<file path="src/rtl/post_spi_host.sv">
// rtl/post_spi_host.sv - SPI mode-0 master running 24-bit cmd/addr/data frames to a Post machine programming port
module post_spi_host #(
  parameter int CLK_DIV = 4,
  parameter int CS_GAP  = 2
) (
  input  logic       clk,
  input  logic       rst,
  input  logic       start,
  input  logic [1:0] op,
  input  logic [7:0] addr,
  input  logic [3:0] wdata,
  output logic       busy,
  output logic       done,
  output logic [3:0] rdata,
  output logic       cs,
  output logic       sck,
  output logic       mosi,
  input  logic       miso
);

  typedef enum logic [1:0] {IDLE, SHIFT, HOLD, GAP} state_t;

  localparam int PW = (CLK_DIV > 1) ? $clog2(CLK_DIV) : 1;
  localparam int GW = (CS_GAP > 1) ? $clog2(CS_GAP) : 1;
  localparam logic [PW-1:0] PH_LAST  = PW'(CLK_DIV - 1);
  localparam logic [GW-1:0] GAP_LAST = GW'(CS_GAP - 1);

  state_t          state, state_next;
  logic [PW-1:0]   phase;
  logic            hi;
  logic [4:0]      bit_cnt;
  logic [GW-1:0]   gap_cnt;
  logic [23:0]     frame;
  logic [3:0]      rx;
  logic [1:0]      op_q;
  logic            done_q;
  logic [3:0]      rdata_q;
  logic [7:0]      data_byte;
  logic            phase_end;

  assign phase_end = (phase == PH_LAST);

  always_comb begin
    data_byte = 8'h00;
    case (op)
      2'd0:    data_byte = {4'h0, wdata};
      2'd2:    data_byte = {7'h00, wdata[0]};
      default: data_byte = 8'h00;
    endcase
  end

  always_ff @(posedge clk or posedge rst) begin
    if (rst) state <= IDLE;
    else     state <= state_next;
  end

  always_comb begin
    state_next = state;
    case (state)
      IDLE:    if (start) state_next = SHIFT;
      SHIFT:   if (hi && phase_end && bit_cnt == 5'd23) state_next = HOLD;
      HOLD:    if (phase_end) state_next = GAP;
      GAP:     if (gap_cnt == GAP_LAST) state_next = IDLE;
      default: state_next = IDLE;
    endcase
  end

  always_ff @(posedge clk or posedge rst) begin
    if (rst) begin
      phase   <= '0;
      hi      <= 1'b0;
      bit_cnt <= 5'd0;
      gap_cnt <= '0;
      frame   <= 24'h0;
      rx      <= 4'h0;
      op_q    <= 2'd0;
      done_q  <= 1'b0;
      rdata_q <= 4'h0;
    end else begin
      done_q <= 1'b0;
      case (state)
        IDLE: begin
          if (start) begin
            frame   <= {6'b100000, op, addr, data_byte};
            op_q    <= op;
            phase   <= '0;
            hi      <= 1'b0;
            bit_cnt <= 5'd0;
            gap_cnt <= '0;
          end
        end
        SHIFT: begin
          // MISO is captured in the first cycle of each high phase
          if (hi && phase == '0) rx <= {rx[2:0], miso};
          if (phase_end) begin
            phase <= '0;
            hi    <= ~hi;
            if (hi && bit_cnt != 5'd23) begin
              frame   <= {frame[22:0], 1'b0};
              bit_cnt <= bit_cnt + 5'd1;
            end
          end else begin
            phase <= phase + PW'(1);
          end
        end
        HOLD: begin
          phase   <= phase_end ? '0 : phase + PW'(1);
          gap_cnt <= '0;
        end
        GAP: begin
          gap_cnt <= gap_cnt + GW'(1);
          if (gap_cnt == GAP_LAST) begin
            done_q <= 1'b1;
            if (op_q[0]) rdata_q <= op_q[1] ? {3'b000, rx[0]} : rx;
          end
        end
        default: ;
      endcase
    end
  end

  assign cs    = !(state == SHIFT || state == HOLD);
  assign sck   = (state == SHIFT) && hi;
  assign mosi  = (state == SHIFT) && frame[23];
  assign busy  = (state != IDLE);
  assign done  = done_q;
  assign rdata = rdata_q;

endmodule

</file>
<file path="config.mk">
export PLATFORM = sky130hd
export DESIGN_NAME = post_spi_host
export DESIGN_NICKNAME = d
export VERILOG_FILES = /design/src/rtl/post_spi_host.sv
export SDC_FILE = /design/constraint.sdc
export NUM_CORES = 1
export LEC_CHECK = 0
export CAP_MARGIN = 20
export CORE_MARGIN = 2
export CORE_UTILIZATION = 49
export DETAILED_ROUTE_END_ITERATION = 8
export PLACE_DENSITY_LB_ADDON = 0.3
export SLEW_MARGIN = 15
export SYNTH_ARGS = -nofsm -noshare
export SYNTH_HDL_FRONTEND = slang
export SYNTH_SLANG_ARGS = --single-unit
</file>
<file path="constraint.sdc">
create_clock -name clk -period 1.6 [get_ports clk]
set_input_delay 0.24 -clock clk [delete_from_list [all_inputs] [get_ports clk]]
set_output_delay 0.24 -clock clk [all_outputs]
set_load 0.005 [all_outputs]
</file>
==> results.json <==
{
  "clkSlewWorstSetupHoldPaths_ns": 0.08,
  "async_flop_share_pct": 100,
  "setup_violations": 9,
  "vias": 1763,
  "period_minus_slack_ns": 1.63,
  "num_rows": 24,
  "crit_required_ns": 1.83,
  "grtUsageMet2_pct": 32.7,
  "cts_max_path_buffers": 2,
  "r2r_cells": 7,
  "fin_crit_sh_pct": 102,
  "p_int_mw": 3.10,
  "first_global_vias": 1733,
  "p_comb_share_pct": 49.7,
  "timing.slew.headroom_pct": 77.7,
  "regArea_um2": 1150,
  "drt-wirelength-per-cell_um": 16.3,
  "power_density_nw_per_um2": 1670,
  "switchingPower_mw": 1.81,
  "pwr-share-clk_pct": 14.9,
  "fmax_mhz": 614,
  "ys.flop_type": "dfrtp_1",
  "reg2reg_to": "bit_cnt[0]$_DFFE_PP0P_",
  "clockRootBuffer": "clkbuf_8",
  "ant_nets": 0,
  "p_leak_nw": 1.32,
  "rsz0062_at_grt": "true",
  "utilization_pct": 67.6,
  "critPathLaunch": "bit_cnt[0]$_DFFE_PP0P_",
  "layout_setup_ws_ns": -0.0286,
  "drive_gt1_share_pct": 29.5,
  "clock_skew_ns": 0.00745,
  "worst_hold_path_type": "primary input to async pin",
  "finalMaxSlewViolations": 0,
  "h-tree-depth": 2,
  "seq_power_share_pct": 35.3,
  "grtUsageTotal_pct": 20.8,
  "worst_pin_slew_ns": 0.330,
  "crit_path_start_kind": "register",
  "ys_ff_latch": 46,
  "fin_nets": 283,
  "dr.first_iter.drc_count": 120,
  "cp_data_arrival_time_ns": 1.86,
  "antenna_found_initial": 0,
  "start_util_pct": 50.7,
  "grt_pass1_wl_mm": 8.21,
  "portBuffers": 26,
  "gp_congestion": 0.774,
  "num-fill-cells": 335,
  "maxCapViolCount": 0,
  "crit_fanout": 4,
  "hold_violations": 0,
  "core_um2": 4350,
  "die_h_um": 71.1,
  "netlist_area_um2": 2210,
  "multi_input_area_um2": 1020,
  "netlist_instances": 197,
  "syn_avg_cell_area_um2": 11.2,
  "overflow": 0,
  "status": "finished with violations",
  "grt.met3_usage_pct": 4.99,
  "syn2layout_area_growth_pct": 33.2,
  "violations": "negative setup slack",
  "synth-edff-count": 0,
  "num_antenna_cells": 0,
  "reg2reg_setup_slack_ns": -0.03,
  "seq_area_frac_synth_pct": 52.1,
  "cts_sinks": 46,
  "drt_first_pass_iters": 4,
  "peakVddDrop_mv": 0.761,
  "end_kind": "register",
  "grt_max_degree": 47,
  "switching_share_pct": 36.9,
  "r2r-start": "bit_cnt[0]$_DFFE_PP0P_",
  "top_usage_layer": "met2",
  "ys_warn_count": 0,
  "dieArea_um2": 5060,
  "use_met1_pct": 28.6,
  "die_x_um": 71.1,
  "path_class": "register to register",
  "cts_tree": "built",
  "setup_tns_ns": -0.146,
  "cts_buffers": 5,
  "yosysUniqueCellTypes": 41,
  "io_pins": 27,
  "holdBufCountCts": 0,
  "syn_nets": 223,
  "clkLatencyLatePin_ns": 0.30,
  "routed_wl_mm": 5.06,
  "drc": 0,
  "place.detailed.hpwl_mm": 3.30,
  "viasPerCell": 5.69
}
-- stage by stage --
| stage | power (mW) | std cells | instance area, um2 | hold WS, ns | setup WS (ns) |
|---|---|---|---|---|---|
| after CTS | 4.78 | 305 | 2880 | 0.291 | -0.0162 |
| after floorplan | 3.09 | 197 | 2220 | 0.390 | -0.0210 |
| final | 4.92 | 310 | 2940 | 0.276 | -0.0286 |
| after global routing | 5.26 | 310 | 2940 | 0.311 | -0.124 |
| after detailed placement | 3.95 | 292 | 2710 | 0.469 | -0.122 |
| after global placement | 3.86 | 292 | 2710 | 0.460 | -0.0594 |
-- worst max path at each step --
stage / to / slack, ns / cells after the start
finish: bit_cnt[0]$_DFFE_PP0P_ / -0.03 / 7
global route: bit_cnt[0]$_DFFE_PP0P_ / -0.12 / 7
CTS: frame[4]$_DFFE_PP0P_ / -0.02 / 6
detailed placement: bit_cnt[2]$_DFFE_PP0P_ / -0.12 / 8
global placement: state[1]$_DFFE_PP0P_ / -0.06 / 5
floorplan: bit_cnt[1]$_DFFE_PP0P_ / -0.02 / 7
-- sequential cells by signal (all words and copies together) (netlist names) --
name,flops
hi,1
op_q,2
bit_cnt,5
gap_cnt,1
phase,2
state,2
done,1
rx,4
frame,24
rdata,4
-- synth_stat cells (all sizes together), types with 3 or more instances --
master / count / area [um2]
o21ai: 9 / 56.3
a21oi: 30 / 150
nor4b: 3 / 26.3
nand3: 3 / 15.0
nand2b: 8 / 50.1
mux2i: 12 / 120
and2: 4 / 27.5
mux2: 7 / 78.8
inv: 10 / 37.5
ha: 8 / 100
nand2: 9 / 36.3
dfrtp: 46 / 1150
nor2: 3 / 11.3
buf: 10 / 66.3
a22o: 11 / 96.3
-- per-layer routing --
metal / wire length (um) / up-vias / share of wire [%]
met1: 2300 / 882 / 45
met3: 183 / 7 / 3.6
met2: 2510 / 38 / 50
met5: 0 / - / 0
met4: 63 / 0 / 1.2
li1: - / 836 / -
-- logic make-up after synthesis --
logic type | count (synthesis) | share of synthesized area [%]
buf+inv | 22 | 5.10
compound gates | 63 | 18.7
fa+ha+maj | 8 | 4.53
flops | 46 | 52.1
mux | 19 | 9.01
simple gates | 39 | 10.5
-- placed cells by master (no fill, tap or decap), drive strengths merged --
cell type,n
clkdlybuf4s50,22
o31ai,2
and2,5
nand2,9
o221ai,1
nor4b,3
and2b,1
a22o,11
buf,41
dfrtp,46
a21o,1
nand3,3
nor2b,1
a41oi,1
o22a,1
nand4b,1
clkinv,1
nand4,2
ha,8
a221o,1
o41ai,1
mux2,7
nor3,2
and4b,1
a31oi,2
nor4,1
o21ai,9
inv,10
a32o,2
clkbuf,8
nor2,3
mux2i,12
a21oi,30
o32a,1
nand2b,8
-- power groups by stage --
stage               clock network, mW  logic [mW]  registers (mW)
floorplan                           0        1.39            1.70
global placement                    0        2.13            1.73
detailed placement                  0        2.20            1.75
CTS                             0.748        2.30            1.74
global route                    0.797        2.69            1.78
finish                          0.734        2.45            1.74
-- final cells by class --
cell class	instances	area share (%)
Clock buffer	7	2.93
Clock inverter	1	0.170
Sequential cell	46	39.1
Tap cell	52	2.21
Inverter	10	1.36
Multi-Input combinational cell	130	34.8
Timing Repair Buffer	64	19.4
-- worst max-delay path, cell delays in order (launching register included) --
cell and delay, ns:
dfrtp_1 0.40, ha_2 0.19, and4b_2 0.27, buf_12 0.15, nor3_4 0.24, buf_4 0.16, nor2_2 0.03, a31oi_1 0.12
-- repair_timing --
action                                  CTS  global route
resized for setup                        31            10
pin swaps                                 6             9
setup buffers                             5             4
endpoints found under the setup margin   44            33
cloned                                    1             1
Note: power is estimated with default switching activity, not from simulation.
